==> config.mk <==
export PLATFORM = sky130hd
export DESIGN_NAME = mem_arbiter_flat
export DESIGN_NICKNAME = d
export VERILOG_FILES = /design/src/rtl/mem_arbiter_if.sv /design/src/rtl/mem_arbiter.sv /design/src/flat_wrapper.sv
export SDC_FILE = /design/constraint.sdc
export NUM_CORES = 1
export LEC_CHECK = 0
export CORE_UTILIZATION = 45
export CTS_CLUSTER_SIZE = 10
export DETAILED_ROUTE_END_ITERATION = 12
export DONT_BUFFER_PORTS = 1
export PLACE_DENSITY = 0.57
export SYNTH_ARGS = -nofsm -noshare
export SYNTH_HDL_FRONTEND = slang
export SYNTH_SLANG_ARGS = --single-unit
==> constraint.sdc <==
create_clock -name clk -period 1.7 [get_ports clk]
set_input_delay 0.34 -clock clk [delete_from_list [all_inputs] [get_ports clk]]
set_output_delay 0.34 -clock clk [all_outputs]
set_load 0.02 [all_outputs]
==> src/rtl/mem_arbiter_if.sv <==
`default_nettype none
// ============================================================================
// Module      : mem_arbiter_if
// Description : Bundle of the CPU request port, the video read port and the
//               single-port RAM port that meet at mem_arbiter.
//               master : requesters and RAM side (drives requests, mem_rdata)
//               slave  : the arbiter (drives acks, rdata, mem_addr/wdata/we)
//               CPU    : cpu_req, cpu_we, cpu_addr, cpu_wdata -> cpu_rdata, cpu_ack
//               Video  : vid_req, vid_addr -> vid_rdata, vid_ack
//               RAM    : mem_addr, mem_wdata, mem_we -> mem_rdata
// Revision    : 1.0  initial release
// ============================================================================
interface mem_arbiter_if #(
    parameter int ADDR_W = 16,
    parameter int DATA_W = 16
);
    logic              cpu_req;
    logic              cpu_we;
    logic [ADDR_W-1:0] cpu_addr;
    logic [DATA_W-1:0] cpu_wdata;
    logic [DATA_W-1:0] cpu_rdata;
    logic              cpu_ack;

    logic              vid_req;
    logic [ADDR_W-1:0] vid_addr;
    logic [DATA_W-1:0] vid_rdata;
    logic              vid_ack;

    logic [ADDR_W-1:0] mem_addr;
    logic [DATA_W-1:0] mem_wdata;
    logic              mem_we;
    logic [DATA_W-1:0] mem_rdata;

    modport master (
        output cpu_req, cpu_we, cpu_addr, cpu_wdata,
        input  cpu_rdata, cpu_ack,
        output vid_req, vid_addr,
        input  vid_rdata, vid_ack,
        input  mem_addr, mem_wdata, mem_we,
        output mem_rdata
    );

    modport slave (
        input  cpu_req, cpu_we, cpu_addr, cpu_wdata,
        output cpu_rdata, cpu_ack,
        input  vid_req, vid_addr,
        output vid_rdata, vid_ack,
        output mem_addr, mem_wdata, mem_we,
        input  mem_rdata
    );
endinterface
`default_nettype wire

==> src/rtl/mem_arbiter.sv <==
`default_nettype none
// ============================================================================
// Module      : mem_arbiter
// Description : Shares one single-port synchronous-read RAM between the CPU
//               (read/write) and the video engine (read only). One RAM
//               transaction per grant, four cycles per access:
//               IDLE (grant) -> ACCESS -> CAPTURE -> ACK -> IDLE.
//               Ports: clk, reset (synchronous, active-high),
//                      bus (mem_arbiter_if.slave: CPU, video and RAM ports).
//               CPU_PRIORITY = 0 round-robin on ties, 1 CPU always wins ties.
// Revision    : 1.0  initial release
// ============================================================================
module mem_arbiter #(
    parameter int ADDR_W       = 16,
    parameter int DATA_W       = 16,
    parameter int CPU_PRIORITY = 0
) (
    input  wire logic    clk,
    input  wire logic    reset,
    mem_arbiter_if.slave bus
);

    typedef enum logic [1:0] {
        S_IDLE    = 2'd0,
        S_ACCESS  = 2'd1,
        S_CAPTURE = 2'd2,
        S_ACK     = 2'd3
    } state_t;

    localparam logic c_OWNER_CPU = 1'b0;
    localparam logic c_OWNER_VID = 1'b1;

    state_t            r_state;
    state_t            w_state_next;

    logic              r_owner;
    logic              r_last_owner;
    logic              r_owner_we;
    logic [ADDR_W-1:0] r_mem_addr;
    logic [DATA_W-1:0] r_mem_wdata;
    logic              r_mem_we;
    logic [DATA_W-1:0] r_cpu_rdata;
    logic              r_cpu_ack;
    logic [DATA_W-1:0] r_vid_rdata;
    logic              r_vid_ack;

    logic              w_any_req;
    logic              w_grant_cpu;

    // CPU takes the grant when it is the only requester, or on a tie when
    // priority mode is on or the video engine owned the previous access.
    always_comb begin
        w_any_req   = bus.cpu_req | bus.vid_req;
        w_grant_cpu = bus.cpu_req &
                      (~bus.vid_req | (CPU_PRIORITY != 0) | (r_last_owner == c_OWNER_VID));
    end

    always_ff @(posedge clk) begin
        if (reset) begin
            r_state <= S_IDLE;
        end else begin
            r_state <= w_state_next;
        end
    end

    always_comb begin
        w_state_next = r_state;
        case (r_state)
            S_IDLE:    if (w_any_req) w_state_next = S_ACCESS;
            S_ACCESS:  w_state_next = S_CAPTURE;
            S_CAPTURE: w_state_next = S_ACK;
            S_ACK:     w_state_next = S_IDLE;
            default:   w_state_next = S_IDLE;
        endcase
    end

    always_ff @(posedge clk) begin
        if (reset) begin
            r_owner      <= c_OWNER_VID;
            r_last_owner <= c_OWNER_VID;
            r_owner_we   <= 1'b0;
            r_mem_addr   <= '0;
            r_mem_wdata  <= '0;
            r_mem_we     <= 1'b0;
            r_cpu_rdata  <= '0;
            r_cpu_ack    <= 1'b0;
            r_vid_rdata  <= '0;
            r_vid_ack    <= 1'b0;
        end else begin
            case (r_state)
                S_IDLE: begin
                    if (w_any_req) begin
                        // Address, data and direction are frozen here; later
                        // request-side changes cannot disturb this access.
                        r_owner    <= w_grant_cpu ? c_OWNER_CPU : c_OWNER_VID;
                        r_owner_we <= w_grant_cpu & bus.cpu_we;
                        r_mem_addr <= w_grant_cpu ? bus.cpu_addr : bus.vid_addr;
                        r_mem_we   <= w_grant_cpu & bus.cpu_we;
                        if (w_grant_cpu) begin
                            r_mem_wdata <= bus.cpu_wdata;
                        end
                    end else begin
                        r_mem_we <= 1'b0;
                    end
                end
                S_ACCESS: begin
                    // RAM has sampled address/we at this edge: single-cycle write strobe.
                    r_mem_we <= 1'b0;
                end
                S_CAPTURE: begin
                    // mem_rdata now holds the word addressed one cycle earlier.
                    if (r_owner == c_OWNER_CPU) begin
                        if (!r_owner_we) begin
                            r_cpu_rdata <= bus.mem_rdata;
                        end
                        r_cpu_ack <= 1'b1;
                    end else begin
                        r_vid_rdata <= bus.mem_rdata;
                        r_vid_ack   <= 1'b1;
                    end
                end
                S_ACK: begin
                    r_cpu_ack    <= 1'b0;
                    r_vid_ack    <= 1'b0;
                    r_last_owner <= r_owner;
                end
                default: begin
                    r_mem_we <= 1'b0;
                end
            endcase
        end
    end

    assign bus.mem_addr  = r_mem_addr;
    assign bus.mem_wdata = r_mem_wdata;
    assign bus.mem_we    = r_mem_we;
    assign bus.cpu_rdata = r_cpu_rdata;
    assign bus.cpu_ack   = r_cpu_ack;
    assign bus.vid_rdata = r_vid_rdata;
    assign bus.vid_ack   = r_vid_ack;

endmodule
`default_nettype wire

==> src/flat_wrapper.sv <==
// flat-port wrapper written by rule: the top's interface ports become plain ports
module mem_arbiter_flat 
#(
    parameter int ADDR_W       = 16,
    parameter int DATA_W       = 16,
    parameter int CPU_PRIORITY = 0
)
  (clk, reset, bus_cpu_req, bus_cpu_we, bus_cpu_addr, bus_cpu_wdata, bus_cpu_rdata, bus_cpu_ack, bus_vid_req, bus_vid_addr, bus_vid_rdata, bus_vid_ack, bus_mem_addr, bus_mem_wdata, bus_mem_we, bus_mem_rdata);
  mem_arbiter_if #(.ADDR_W(ADDR_W), .DATA_W(DATA_W)) bus_i ();
  input  wire logic clk;
  input  wire logic reset;
  input wire logic [$bits(bus_i.cpu_req)-1:0] bus_cpu_req;
  input wire logic [$bits(bus_i.cpu_we)-1:0] bus_cpu_we;
  input wire logic [$bits(bus_i.cpu_addr)-1:0] bus_cpu_addr;
  input wire logic [$bits(bus_i.cpu_wdata)-1:0] bus_cpu_wdata;
  output wire logic [$bits(bus_i.cpu_rdata)-1:0] bus_cpu_rdata;
  output wire logic [$bits(bus_i.cpu_ack)-1:0] bus_cpu_ack;
  input wire logic [$bits(bus_i.vid_req)-1:0] bus_vid_req;
  input wire logic [$bits(bus_i.vid_addr)-1:0] bus_vid_addr;
  output wire logic [$bits(bus_i.vid_rdata)-1:0] bus_vid_rdata;
  output wire logic [$bits(bus_i.vid_ack)-1:0] bus_vid_ack;
  output wire logic [$bits(bus_i.mem_addr)-1:0] bus_mem_addr;
  output wire logic [$bits(bus_i.mem_wdata)-1:0] bus_mem_wdata;
  output wire logic [$bits(bus_i.mem_we)-1:0] bus_mem_we;
  input wire logic [$bits(bus_i.mem_rdata)-1:0] bus_mem_rdata;
  assign bus_i.cpu_req = bus_cpu_req;
  assign bus_i.cpu_we = bus_cpu_we;
  assign bus_i.cpu_addr = bus_cpu_addr;
  assign bus_i.cpu_wdata = bus_cpu_wdata;
  assign bus_cpu_rdata = bus_i.cpu_rdata;
  assign bus_cpu_ack = bus_i.cpu_ack;
  assign bus_i.vid_req = bus_vid_req;
  assign bus_i.vid_addr = bus_vid_addr;
  assign bus_vid_rdata = bus_i.vid_rdata;
  assign bus_vid_ack = bus_i.vid_ack;
  assign bus_mem_addr = bus_i.mem_addr;
  assign bus_mem_wdata = bus_i.mem_wdata;
  assign bus_mem_we = bus_i.mem_we;
  assign bus_i.mem_rdata = bus_mem_rdata;
  mem_arbiter #(.ADDR_W(ADDR_W), .DATA_W(DATA_W), .CPU_PRIORITY(CPU_PRIORITY)) u_core (.clk(clk), .reset(reset), .bus(bus_i));
endmodule
# Word level (Yosys, flattened, before mapping)
# Index checks and enable logic that the tools add are counted.
# Widths: inputs -> output; s select.
totals:
  n_memories: 0
  romBits: 0
  latch_bits: 0
  ff_bits: 72
  word_cells: 43
  ram_bits: 0
  in_bits: 69
  out_inout_bits: 67
classes:
  add_sub_neg: 0
  bitwise_logic: 7
  order_cmp: 0
  n_eq_ne: 6
  shift: 0
  mul: 0
  div_mod_pow: 0
  n_mux: 10
  reduce_logical: 9
op_table:
  columns: ["operator", "count"]
  rows:
  - ["$mux 16", 1]
  - ["$pmux 2 s4", 1]
  - ["$reduce_and 2->1", 4]
  - ["$pmux 1 s2", 3]
  - ["$reduce_and 3->1", 2]
  - ["$eq 2x2->1 const B", 2]
  - ["$mux 1", 4]
  - ["$ne 2x1->1 const B", 2]
  - ["$reduce_bool 2->1", 2]
  - ["$not 1->1", 3]
  - ["$and 1x1->1", 2]
  - ["$eq 2x1->1 const B", 1]
  - ["$logic_not 2->1", 1]
  - ["$mux 2", 1]
  - ["$ne 2x2->1 const B", 1]
  - ["$or 1x1->1", 2]

# Depth between registers and ports, before layout
depth:
  ltp_word: 6
  ltp_mapped: 7
  depth_no_buf: 5

# Worst setup path after synthesis
# Ideal clock, no wire load.
synth_timing:
  kind: "register -> register"
  start: "reg u_core.r_state[0]"
  end: "reg u_core.r_cpu_rdata[10] (netlist: u_core.bus.cpu_rdata[10])"
  n_path_buf: 2
  required_time_ns: 1.580
  setup_slack_ns: 0.208
  synth_period_minus_slack_ns: 1.492
  stages_incl_launch_ff: 8
  t_arrival_ns: 1.372
  cell_sequence: "dfxtp_1 inv_1 ha_1 or3b_1 buf_2 buf_2 nand2_1 a21oi_1"
synth_between:
  elab_chain_len: 2
synth_lines:
  columns: ["item", "line", "source"]
  rows:
  - ["start, declared", "mem_arbiter.sv:33", "state_t r_state;"]
  - ["start signal, assigned", "mem_arbiter.sv:62", "r_state <= w_state_next;"]
  - ["$eq 2x2->1", "mem_arbiter.sv:90", "case (r_state)"]
  - ["$reduce_and 3->1 (no source line)", null, null]
  - ["end signal, assigned", "mem_arbiter.sv:114", "r_cpu_rdata <= bus.mem_rdata;"]
  - ["end, declared", "mem_arbiter.sv:42", "logic [DATA_W-1:0] r_cpu_rdata;"]
# Every way passes these cells.
# A chain may end at the register's enable or synchronous reset.

# Final worst setup path
layout_timing:
  start: "reg u_core.r_state[1]"
  end: "reg u_core.r_mem_wdata[15] (netlist: u_core.bus.mem_wdata[15])"
layout_between:
  elab_chain_len: 2
layout_lines:
  columns: ["item", "line", "source"]
  rows:
  - ["$logic_not 2->1", "mem_arbiter.sv:90", null]
  - ["$reduce_and 3->1 (no source line)", null, null]
  - ["end signal, assigned", "mem_arbiter.sv:100", "r_mem_wdata <= bus.cpu_wdata;"]
  - ["end, declared", "mem_arbiter.sv:40", "logic [DATA_W-1:0] r_mem_wdata;"]
# Every way passes these cells.

==> flow_metrics.env <==
export IMPL_outcome="finished, final reports clean"
export IMPL_setup_viol=0
export IMPL_rsz0062_at_grt="no"
export IMPL_drive_gt1_share_pct=12.0
export IMPL_drt_iter0_drc=63
export IMPL_layout_setup_ws_ns=0.137
export IMPL_cts_num_sinks=72
export IMPL_dr_max_layer_used="met4"
export IMPL_synth_adder_area_share_pct=2.17
export IMPL_wl_per_cell_um=15.5
export IMPL_powerDensity_nw_per_um2=1560
export IMPL_synth_edff_count=0
export IMPL_path_max_fanout=32
export IMPL_grt_pass1_vias=2091
export IMPL_wl_met1_mm=2.49
export IMPL_start_kind="flip-flop"
export IMPL_start_util_pct=47.6
export IMPL_wl_met2_mm=2.91
export IMPL_antenna_left=0
export IMPL_routed_wl_mm=6.08
export IMPL_tightest_slew_ns=0.419
export IMPL_layout_common_cells="dfxtp_1 (72), nand2_1 (68), a21oi_1 (52)"
export IMPL_yosysWarningCount=0
export IMPL_vias_per_cell=5.54
export IMPL_required_ns=1.97
export IMPL_synth_mux_area_share_pct=0.347
export IMPL_io_buffers=0
export IMPL_fp_dieW_um=82.1
export IMPL_drc_errors=0
export IMPL_place_congestion=0.711
export IMPL_syn_nets=387
export IMPL_io_pins=136
export IMPL_cts_tree="yes"
export IMPL_fin_skew_ns=0.00618
export IMPL_dp_hpwl_mm=4.01
export IMPL_core_area_um2=6060
export IMPL_wl_met3_um=563
export IMPL_grt_max_degree=75
export IMPL_cap_violations=0
export IMPL_ys_seq_area_share_pct=49.9
export IMPL_worstSkewPairLatency_ns=0.33
export IMPL_crit_path_start="u_core.r_state[1]"
export IMPL_synthArstFlopShare_pct=0
export IMPL_die_h_um=82.1
export IMPL_max_freq_mhz=640
export IMPL_hold_class="primary input to flip-flop"
export IMPL_maxSlewHeadroom_pct=72.0
export IMPL_fin_crit_sh_pct=92.0
export IMPL_drv_slew=0
export IMPL_worstPathArrival_ns=1.83
export IMPL_nets=385
export IMPL_die_area_um2=6740
export IMPL_fin_crit_ns=1.56
export IMPL_synth_top_family_by_area="simple AND/OR/NAND/NOR gates"
export IMPL_p_leak_nw=1.09
export IMPL_worstHoldStart="reset"
export IMPL_clkTransAtPathRegs_ns=0.07
export IMPL_grt_pass1_wl_mm=9.53
export IMPL_synth_seq_cells=72
export IMPL_critPathKind="flip-flop to flip-flop"
export IMPL_layout_commonest_cell="dfxtp_1"
export IMPL_cts_buffers=9
export IMPL_cp_end_kind="flip-flop"
export IMPL_dp_slack_ns=-0.0572
export IMPL_fin_util_pct=51.9
export IMPL_finalHoldViolations=0
export IMPL_r2r_start="u_core.r_state[1]"
export IMPL_htree_levels=3
export IMPL_syn_area_um2=2890
export IMPL_syn_avg_cell_area_um2=9.23
export IMPL_ys_types=29
export IMPL_overflow=0
export IMPL_clockBufferDepth=2
export IMPL_ctsHoldBuffers=0
export IMPL_diodes=0
export IMPL_grt_usage_pct=19.0
export IMPL_rows=28
export IMPL_synth_cells=313
export IMPL_antenna_found_initial=0
export IMPL_root_buffer="clkbuf_8"
export IMPL_vias=2166
export IMPL_synth_xor_area_share_pct=0
export IMPL_dr_pass1_iters=6
export IMPL_synth_compound_gate_area_share_pct=19.9
export IMPL_synth_ff_type="dfxtp_1"
export IMPL_synth_simple_area_share_pct=22.2
export IMPL_peakVddDrop_uv=694
export IMPL_area_growth_pct=8.84
-- area by class of cell --
class / count / area, um2
Fill cell: 588 / 2920
Sequential cell: 72 / 1440
Multi-Input combinational cell: 214 / 1290
Clock buffer: 10 / 138
Timing Repair Buffer: 11 / 133
Tap cell: 75 / 93.8
Clock inverter: 6 / 35.0
Inverter: 3 / 11.3
-- state kept, by name, indices dropped and copies added (netlist names) --
signal and count:
u_core.bus.cpu_ack 1, u_core.bus.cpu_rdata 16, u_core.bus.mem_addr 16, u_core.bus.mem_wdata 16, u_core.bus.mem_we 1, u_core.bus.vid_ack 1
u_core.bus.vid_rdata 16, u_core.r_last_owner 1, u_core.r_owner 1, u_core.r_owner_we 1, u_core.r_state 2
-- worst max-delay path: stages, from the launching register on --
cell and delay (ns):
dfxtp_1 0.33, inv_1 0.10, ha_2 0.25, nand2_4 0.09, buf_12 0.16, or3b_2 0.43
a21oi_1 0.13
-- cell usage after synthesis, types with 2 or more instances --
library cell	n	share of area, %
or3b_2	4	1.2
a21oi_1	52	9.0
nand2_1	68	8.8
and2_1	2	0.43
dfxtp_1	72	50
buf_4	2	0.52
o21ai_0	18	3.1
a221o_1	16	5.5
clkbuf_1	3	0.39
nand2b_1	2	0.43
buf_6	4	1.6
or3b_1	15	4.5
inv_1	3	0.39
ha_1	5	2.2
nor2_1	4	0.52
buf_2	15	2.6
nor3b_1	16	4.2
-- layer usage --
metal  up-vias  GRT usage (%)
li1       1087              -
met5         -              0
met4         0           10.9
met3        10           6.59
met1       981           20.8
met2        88           31.7
-- where the power goes --
group | leakage [nW] | switching [W] | internal (W)
registers | 0.587 | 0.000554 | 0.00201
clock network | 0.0878 | 0.000606 | 0.000558
logic | 0.413 | 0.000617 | 0.000568
-- per-stage QoR --
stage	cell area (um2)	total power, W	hold slack [ns]	setup TNS, ns	std cells
after floorplan	2890	0.00351	0.471	0	313
after global placement	2930	0.00374	0.417	-0.133	373
after detailed placement	2930	0.00377	0.417	-0.628	373
after CTS	3140	0.00499	0.0442	0	391
after global routing	3140	0.00525	0.0401	0	391
final	3140	0.00491	0.0829	0	391
-- cells by family after synthesis --
logic type / count (synthesis)
buf+inv: 27
mux: 1
fa+ha+maj: 5
compound gates: 92
flops: 72
simple gates: 116
-- timing repair --
item | in CTS | in global routing
endpoints found under the setup margin | 16 | 3
pin swaps | 2 | 0
buffers inserted | 2 | 0
gates resized for setup | 0 | 1
-- worst paths after layout --
check	slack, ns	cells past startpoint	to
setup / recovery	0.14	6	u_core.bus.mem_wdata[15]
hold / removal	0.08	1	u_core.bus.mem_wdata[8]
setup reg to reg	0.14	6	u_core.bus.mem_wdata[15]
hold reg to reg	0.50	2	u_core.r_owner_we
Note: power is estimated with default switching activity, not from simulation.
